**config.mk**
```make
export PLATFORM = sky130hd
export DESIGN_NAME = br_resolve_ctrl
export DESIGN_NICKNAME = d
export VERILOG_FILES = /design/src/rtl/cpu_types_pkg.sv /design/src/rtl/br_track_fifo.sv /design/src/rtl/br_resolve_ctrl.sv
export SDC_FILE = /design/constraint.sdc
export NUM_CORES = 1
export LEC_CHECK = 0
export ABC_AREA = 1
export CAP_MARGIN = 25
export CORE_MARGIN = 2
export CORE_UTILIZATION = 40
export CTS_BUF_LIST = sky130_fd_sc_hd__clkbuf_8
export CTS_CLUSTER_DIAMETER = 150
export DETAILED_ROUTE_END_ITERATION = 10
export GPL_ROUTABILITY_DRIVEN = 0
export PLACE_DENSITY = 0.66
export SLEW_MARGIN = 10
export SYNTH_ARGS = -nofsm -noshare
export SYNTH_HDL_FRONTEND = slang
export SYNTH_SLANG_ARGS = --single-unit
```
**constraint.sdc**
```tcl
create_clock -name CLK -period 4.42 [get_ports CLK]
set_input_delay 0.442 -clock CLK [delete_from_list [all_inputs] [get_ports CLK]]
set_output_delay 0.442 -clock CLK [all_outputs]
set_load 0.02 [all_outputs]
```
**src/rtl/cpu_types_pkg.sv**
```systemverilog
// Shared CPU types for the branch-resolve controller: the tracked-branch record,
// the controller state encoding and the mispredict test.
package cpu_types_pkg;

    typedef logic [31:0] word_t;

    typedef struct packed {
        logic       pred_taken;
        word_t      pred_target;
        word_t      npc;
        logic [1:0] index;
    } br_rec_t;

    typedef enum logic {
        RUN   = 1'b0,
        FLUSH = 1'b1
    } brc_state_t;

    // A taken branch is only correct when the predicted target matches exactly.
    function automatic logic br_mispredict(input br_rec_t rec, input logic taken,
                                           input word_t target);
        return (rec.pred_taken != taken) || (taken && (rec.pred_target != target));
    endfunction

endpackage

```
**src/rtl/br_track_fifo.sv**
```systemverilog
// In-order queue of in-flight branch records; accepts a push while full when a
// pop happens in the same cycle. Clear wins over push and pop.
module br_track_fifo
    import cpu_types_pkg::*;
#(
    parameter int DEPTH = 4
) (
    input  logic    i_clk,
    input  logic    i_rst_n,
    input  logic    i_push,
    input  br_rec_t i_push_data,
    input  logic    i_pop,
    input  logic    i_clear,
    output br_rec_t o_head,
    output logic    o_full,
    output logic    o_empty
);

    localparam int AW = $clog2(DEPTH);
    localparam logic [AW:0] PTR_ONE = {{AW{1'b0}}, 1'b1};

    logic [AW:0] r_wr_ptr;
    logic [AW:0] r_rd_ptr;
    br_rec_t     r_mem [DEPTH];

    always_ff @(posedge i_clk or negedge i_rst_n) begin
        if (!i_rst_n) begin
            r_wr_ptr <= '0;
            r_rd_ptr <= '0;
        end else if (i_clear) begin
            r_wr_ptr <= '0;
            r_rd_ptr <= '0;
        end else begin
            if (i_push) r_wr_ptr <= r_wr_ptr + PTR_ONE;
            if (i_pop)  r_rd_ptr <= r_rd_ptr + PTR_ONE;
        end
    end

    always_ff @(posedge i_clk) begin
        if (i_push && !i_clear) r_mem[r_wr_ptr[AW-1:0]] <= i_push_data;
    end

    assign o_head  = r_mem[r_rd_ptr[AW-1:0]];
    assign o_empty = (r_wr_ptr == r_rd_ptr);
    assign o_full  = (r_wr_ptr[AW] != r_rd_ptr[AW]) &&
                     (r_wr_ptr[AW-1:0] == r_rd_ptr[AW-1:0]);

endmodule

```
**src/rtl/br_resolve_ctrl.sv**
```systemverilog
// Branch-predictor resolve controller: tracks predictions, issues predictor
// updates and flush/redirect on mispredict. Optional stats: BR_RESOLVE_STATS_EN.
module br_resolve_ctrl
    import cpu_types_pkg::*;
#(
    parameter int DEPTH        = 4,
    parameter int FLUSH_CYCLES = 2
) (
    input  logic        CLK,
    input  logic        nRST,
    input  logic        if_push,
    input  logic        if_pred_taken,
    input  logic [31:0] if_pred_target,
    input  logic [31:0] if_npc,
    input  logic [1:0]  if_index,
    input  logic        ex_resolve,
    input  logic        ex_taken,
    input  logic [31:0] ex_target,
    output logic        upd_en,
    output logic        upd_taken,
    output logic [31:0] upd_target,
    output logic [1:0]  upd_index,
    output logic        upd_correct,
    output logic        flush,
    output logic [31:0] redirect_pc,
    output logic        fetch_stall,
    output logic        proto_err
`ifdef BR_RESOLVE_STATS_EN
    ,
    output logic [31:0] stat_resolved,
    output logic [31:0] stat_mispred
`endif
);

    localparam int CW = (FLUSH_CYCLES > 1) ? $clog2(FLUSH_CYCLES) : 1;

    brc_state_t  r_state;
    logic [CW-1:0] r_flush_cnt;

    br_rec_t w_head;
    br_rec_t w_push_rec;
    logic    w_full;
    logic    w_empty;
    logic    w_run;
    logic    w_pop;
    logic    w_push;
    logic    w_mispred;
    logic    w_mis_pop;
    logic    w_err;

    assign w_run      = (r_state == RUN);
    assign w_pop      = ex_resolve && !w_empty && w_run;
    assign w_err      = ex_resolve && w_empty && w_run;
    assign w_mispred  = br_mispredict(w_head, ex_taken, ex_target);
    assign w_mis_pop  = w_pop && w_mispred;
    // A mispredict clears the queue on this edge, so a same-cycle push is discarded.
    assign w_push     = if_push && w_run && (!w_full || w_pop) && !w_mis_pop;
    assign w_push_rec = '{pred_taken:  if_pred_taken,
                          pred_target: if_pred_target,
                          npc:         if_npc,
                          index:       if_index};

    assign fetch_stall = w_full || !w_run;

    br_track_fifo #(
        .DEPTH(DEPTH)
    ) u_fifo (
        .i_clk       (CLK),
        .i_rst_n     (nRST),
        .i_push      (w_push),
        .i_push_data (w_push_rec),
        .i_pop       (w_pop),
        .i_clear     (w_mis_pop),
        .o_head      (w_head),
        .o_full      (w_full),
        .o_empty     (w_empty)
    );

    always_ff @(posedge CLK or negedge nRST) begin
        if (!nRST) begin
            r_state     <= RUN;
            r_flush_cnt <= '0;
            upd_en      <= 1'b0;
            upd_taken   <= 1'b0;
            upd_target  <= '0;
            upd_index   <= '0;
            upd_correct <= 1'b0;
            flush       <= 1'b0;
            redirect_pc <= '0;
            proto_err   <= 1'b0;
        end else begin
            upd_en      <= w_pop;
            upd_taken   <= w_pop && ex_taken;
            upd_index   <= w_pop ? w_head.index : '0;
            upd_target  <= !w_pop ? '0 : (ex_taken ? ex_target : w_head.pred_target);
            upd_correct <= w_pop && !w_mispred;
            flush       <= w_mis_pop;
            redirect_pc <= !w_mis_pop ? '0 : (ex_taken ? ex_target : w_head.npc);
            if (w_err) proto_err <= 1'b1;

            case (r_state)
                RUN: begin
                    if (w_mis_pop) begin
                        r_state     <= FLUSH;
                        r_flush_cnt <= CW'(FLUSH_CYCLES - 1);
                    end
                end
                FLUSH: begin
                    if (r_flush_cnt == '0) r_state <= RUN;
                    else r_flush_cnt <= r_flush_cnt - CW'(1);
                end
                default: r_state <= RUN;
            endcase
        end
    end

`ifdef BR_RESOLVE_STATS_EN
    always_ff @(posedge CLK or negedge nRST) begin
        if (!nRST) begin
            stat_resolved <= '0;
            stat_mispred  <= '0;
        end else if (upd_en) begin
            if (stat_resolved != '1) stat_resolved <= stat_resolved + 32'd1;
            if (!upd_correct && stat_mispred != '1) stat_mispred <= stat_mispred + 32'd1;
        end
    end
`endif

endmodule

```
==> flow_summary.yaml <==
status:
  status: "finished, final reports clean"
floorplanning:
  core_area_sq_mm: 0.0337
  die_h_microns: 189
  initial_core_util_pct: 40.8
  die_w_microns: 189
  dieArea_sq_mm: 0.0359
  pin_count: 176
  row_count: 67
worst_setup_path:
  cp_max_fo: 68
  cp-start-kind: "flop"
  worst-setup-path-type: "flop to flop"
  arrival_ns: 3.69
  cpPeakStageDelay_ns: 0.52
  timing.rr.start: "u_fifo.r_rd_ptr[0]"
  critical_path_buf_inv_count: 3
  worstPathCellList: "inv_4 > nand2_1 > nand3_1 > nand2_1 > nand2_1 > nand2_1 > inv_1 > nand2_1 > nor2_1 > nand2_1 > nor2_1 > nand3_2 > nand3_4 > nand2_1 > nor2_4 > buf_12"
  rrSetupSlack_ns: 0.96
  crit_family: "simple AND/OR/NAND/NOR gates"
  slowest_stage: "inv_4"
  r2r_cells: 16
  cp.depth: 16
  cp-end-kind: "flop"
  cp_common_cell: "nand2_1"
  required_ns: 4.66
  setup.worst_path.end: "u_fifo.r_mem[1][25]"
  cp-startpoint: "u_fifo.r_rd_ptr[0]"
  r2r-end: "u_fifo.r_mem[1][25]"
placed_design:
  io_buffer_count: 175
  placed_cells: 1711
  placed_cell_area_sq_mm: 0.0159
  dpl_worst_slack_ns: 0.977
  place_hpwl_mm: 23.1
routing:
  met2_length_mm: 17.5
  detail_route.wl_per_cell_microns: 20.3
  first_pass_iters: 5
  vias: 9422
  drt_iter0_drc: 963
  wirelength_met1_mm: 15.8
  drc: 0
  top_layer: "met4"
  detail_route.vias_per_cell: 5.18
  totalWireLength_mm: 36.9
  wl_met3_mm: 2.71
  ant_nets: 0
timing:
  rsz0062_at_grt: "false"
  relSlewSlack_pct: 38.0
  period_share_pct: 78.2
  finalWorstSetupSlack_ns: 0.964
  worst_slew_pin_slew_ns: 0.930
  fmax_ghz: 0.289
  setup_viol: 0
  slew_violations: 0
  period_minus_slack_ns: 3.46
  hold_violations: 0
  fin_skew_ns: 0.0271
cts:
  postCtsHoldBufs: 1
  ctsRootBufferMaster: "clkbuf_8"
  htree_num_levels: 2
  cts_sinks: 347
  numCtsBuffers: 56
  cts.clk_slew.worst_paths_ns: 0.06
  clockBufferDepth: 3
  cts-resized-gates: 0
  cts_setup_buffers: 0
  cts_tree: "yes"
  clk_latency_ns: 0.59
grt:
  grt_start_max_net_pins: 138
  grt_pass1_vias: 9477
  grt-ovfl-total: 0
  grt_antenna_before_repair: 0
  grt_use_total_pct: 20.4
  grt_pass1_wl_mm: 55.6
synth:
  yosysUniqueCellTypes: 30
  avgSynthCellArea_sq_um: 12.1
  ys_ff_latch: 347
  yosysMostFrequentCell: "nand2_1"
  syn_nets: 1242
  synth-edff-count: 268
  synthTopCellsByArea: "edfxtp_1, dfrtp_1, nand2_1, a21oi_1, nand3_1"
  synthTopCellsByCount: "nand2_1, edfxtp_1, a21oi_1, nand3_1, dfrtp_1"
  async_flop_share_pct: 22.8
  postSynthCellCount: 1133
  synth_top_area_cell: "edfxtp_1"
  synth_area_sq_mm: 0.0137
  ys_seq_area_share_pct: 72.9
  synth_top_area_share_pct: 58.5
  synth_ff_type: "edfxtp_1"
  synth_warnings: 0
power:
  vdd_drop_max_mv: 0.527
  power_mw: 10.4
  power_density_mw_per_mm2: 609
  p_leak_nw: 6.65
cells_and_area:
  drive_gt1_share_pct: 8.47
  diodes: 0
  stdcell_count: 1818
  final_nets: 1431
  finish.instance_area_sq_mm: 0.0171
  area_growth_syn_to_layout_pct: 24.6
min_path:
  hp-class: "primary input to async pin"
flow_run:
  maxCapViolCount: 0
how the worst min path moves through the flow:
stage / slack, ns / endpoint / start
floorplan: 0.15 / flush / nRST
detailed placement: 0.45 / proto_err / proto_err
CTS: 0.43 / upd_target[17] / nRST
global placement: 0.47 / proto_err / proto_err
global route: 0.48 / upd_target[16] / nRST
finish: 0.44 / upd_target[17] / nRST
layer usage:
layer  vias to the layer above  global-route usage (%)
li1                       4381                       -
met4                         0                    6.23
met5                         -                       0
met2                       398                    33.4
met1                      4584                    27.9
met3                        59                    3.78
cell usage in the layout, fill, tap and decap left out, drive strengths merged, types with 31 or more instances in the layout:
| cell | netlist | layout |
|---|---|---|
| clkbuf | 21 | 65 |
| nor2 | 36 | 36 |
| nand2 | 330 | 330 |
| edfxtp | 268 | 268 |
| inv | 38 | 54 |
| a221o | 31 | 31 |
| nand3 | 118 | 118 |
| clkdlybuf4s50 | 0 | 173 |
| a21oi | 128 | 128 |
| dfrtp | 79 | 79 |
per-stage QoR:
stage	hold WS, ns	TNS, ns	util [%]
5_1_grt	0.479	0	50.8
2_1_floorplan	0.146	-96.87	-
3_5_place_dp	0.450	0	47.3
3_3_place_gp	0.466	0	47.3
4_1_cts	0.434	0	50.8
6_report	0.440	0	50.8
logic make-up after synthesis:
group / Yosys count / share of synthesized area [%]
flops: 347 / 72.9
buf+inv: 101 / 3.52
compound gates: 178 / 7.69
xor+xnor: 8 / 0.510
simple gates: 494 / 14.9
fa+ha+maj: 5 / 0.455
flip-flops by register name, indices dropped and copies added (netlist names):
| signal | cells |
|---|---|
| redirect_pc | 32 |
| proto_err | 1 |
| upd_taken | 1 |
| u_fifo.r_rd_ptr | 3 |
| upd_correct | 1 |
| flush | 1 |
| upd_index | 2 |
| r_state | 1 |
| u_fifo.r_wr_ptr | 3 |
| r_flush_cnt | 1 |
| upd_target | 32 |
| u_fifo.r_mem | 268 |
| upd_en | 1 |
layout make-up:
type	instances	area (sq um)
Inverter	39	149
Timing Repair Buffer	193	1940
Sequential cell	347	10000
Clock inverter	41	289
Clock buffer	65	895
Fill cell	2988	16600
Tap cell	448	561
Multi-Input combinational cell	685	3260
power breakdown:
part	internal, mW	switching [mW]
sequential	4.21	0.170
clock	1.58	1.26
combinational	1.09	2.12
total	6.88	3.56
(Power assumes the default switching activity.)
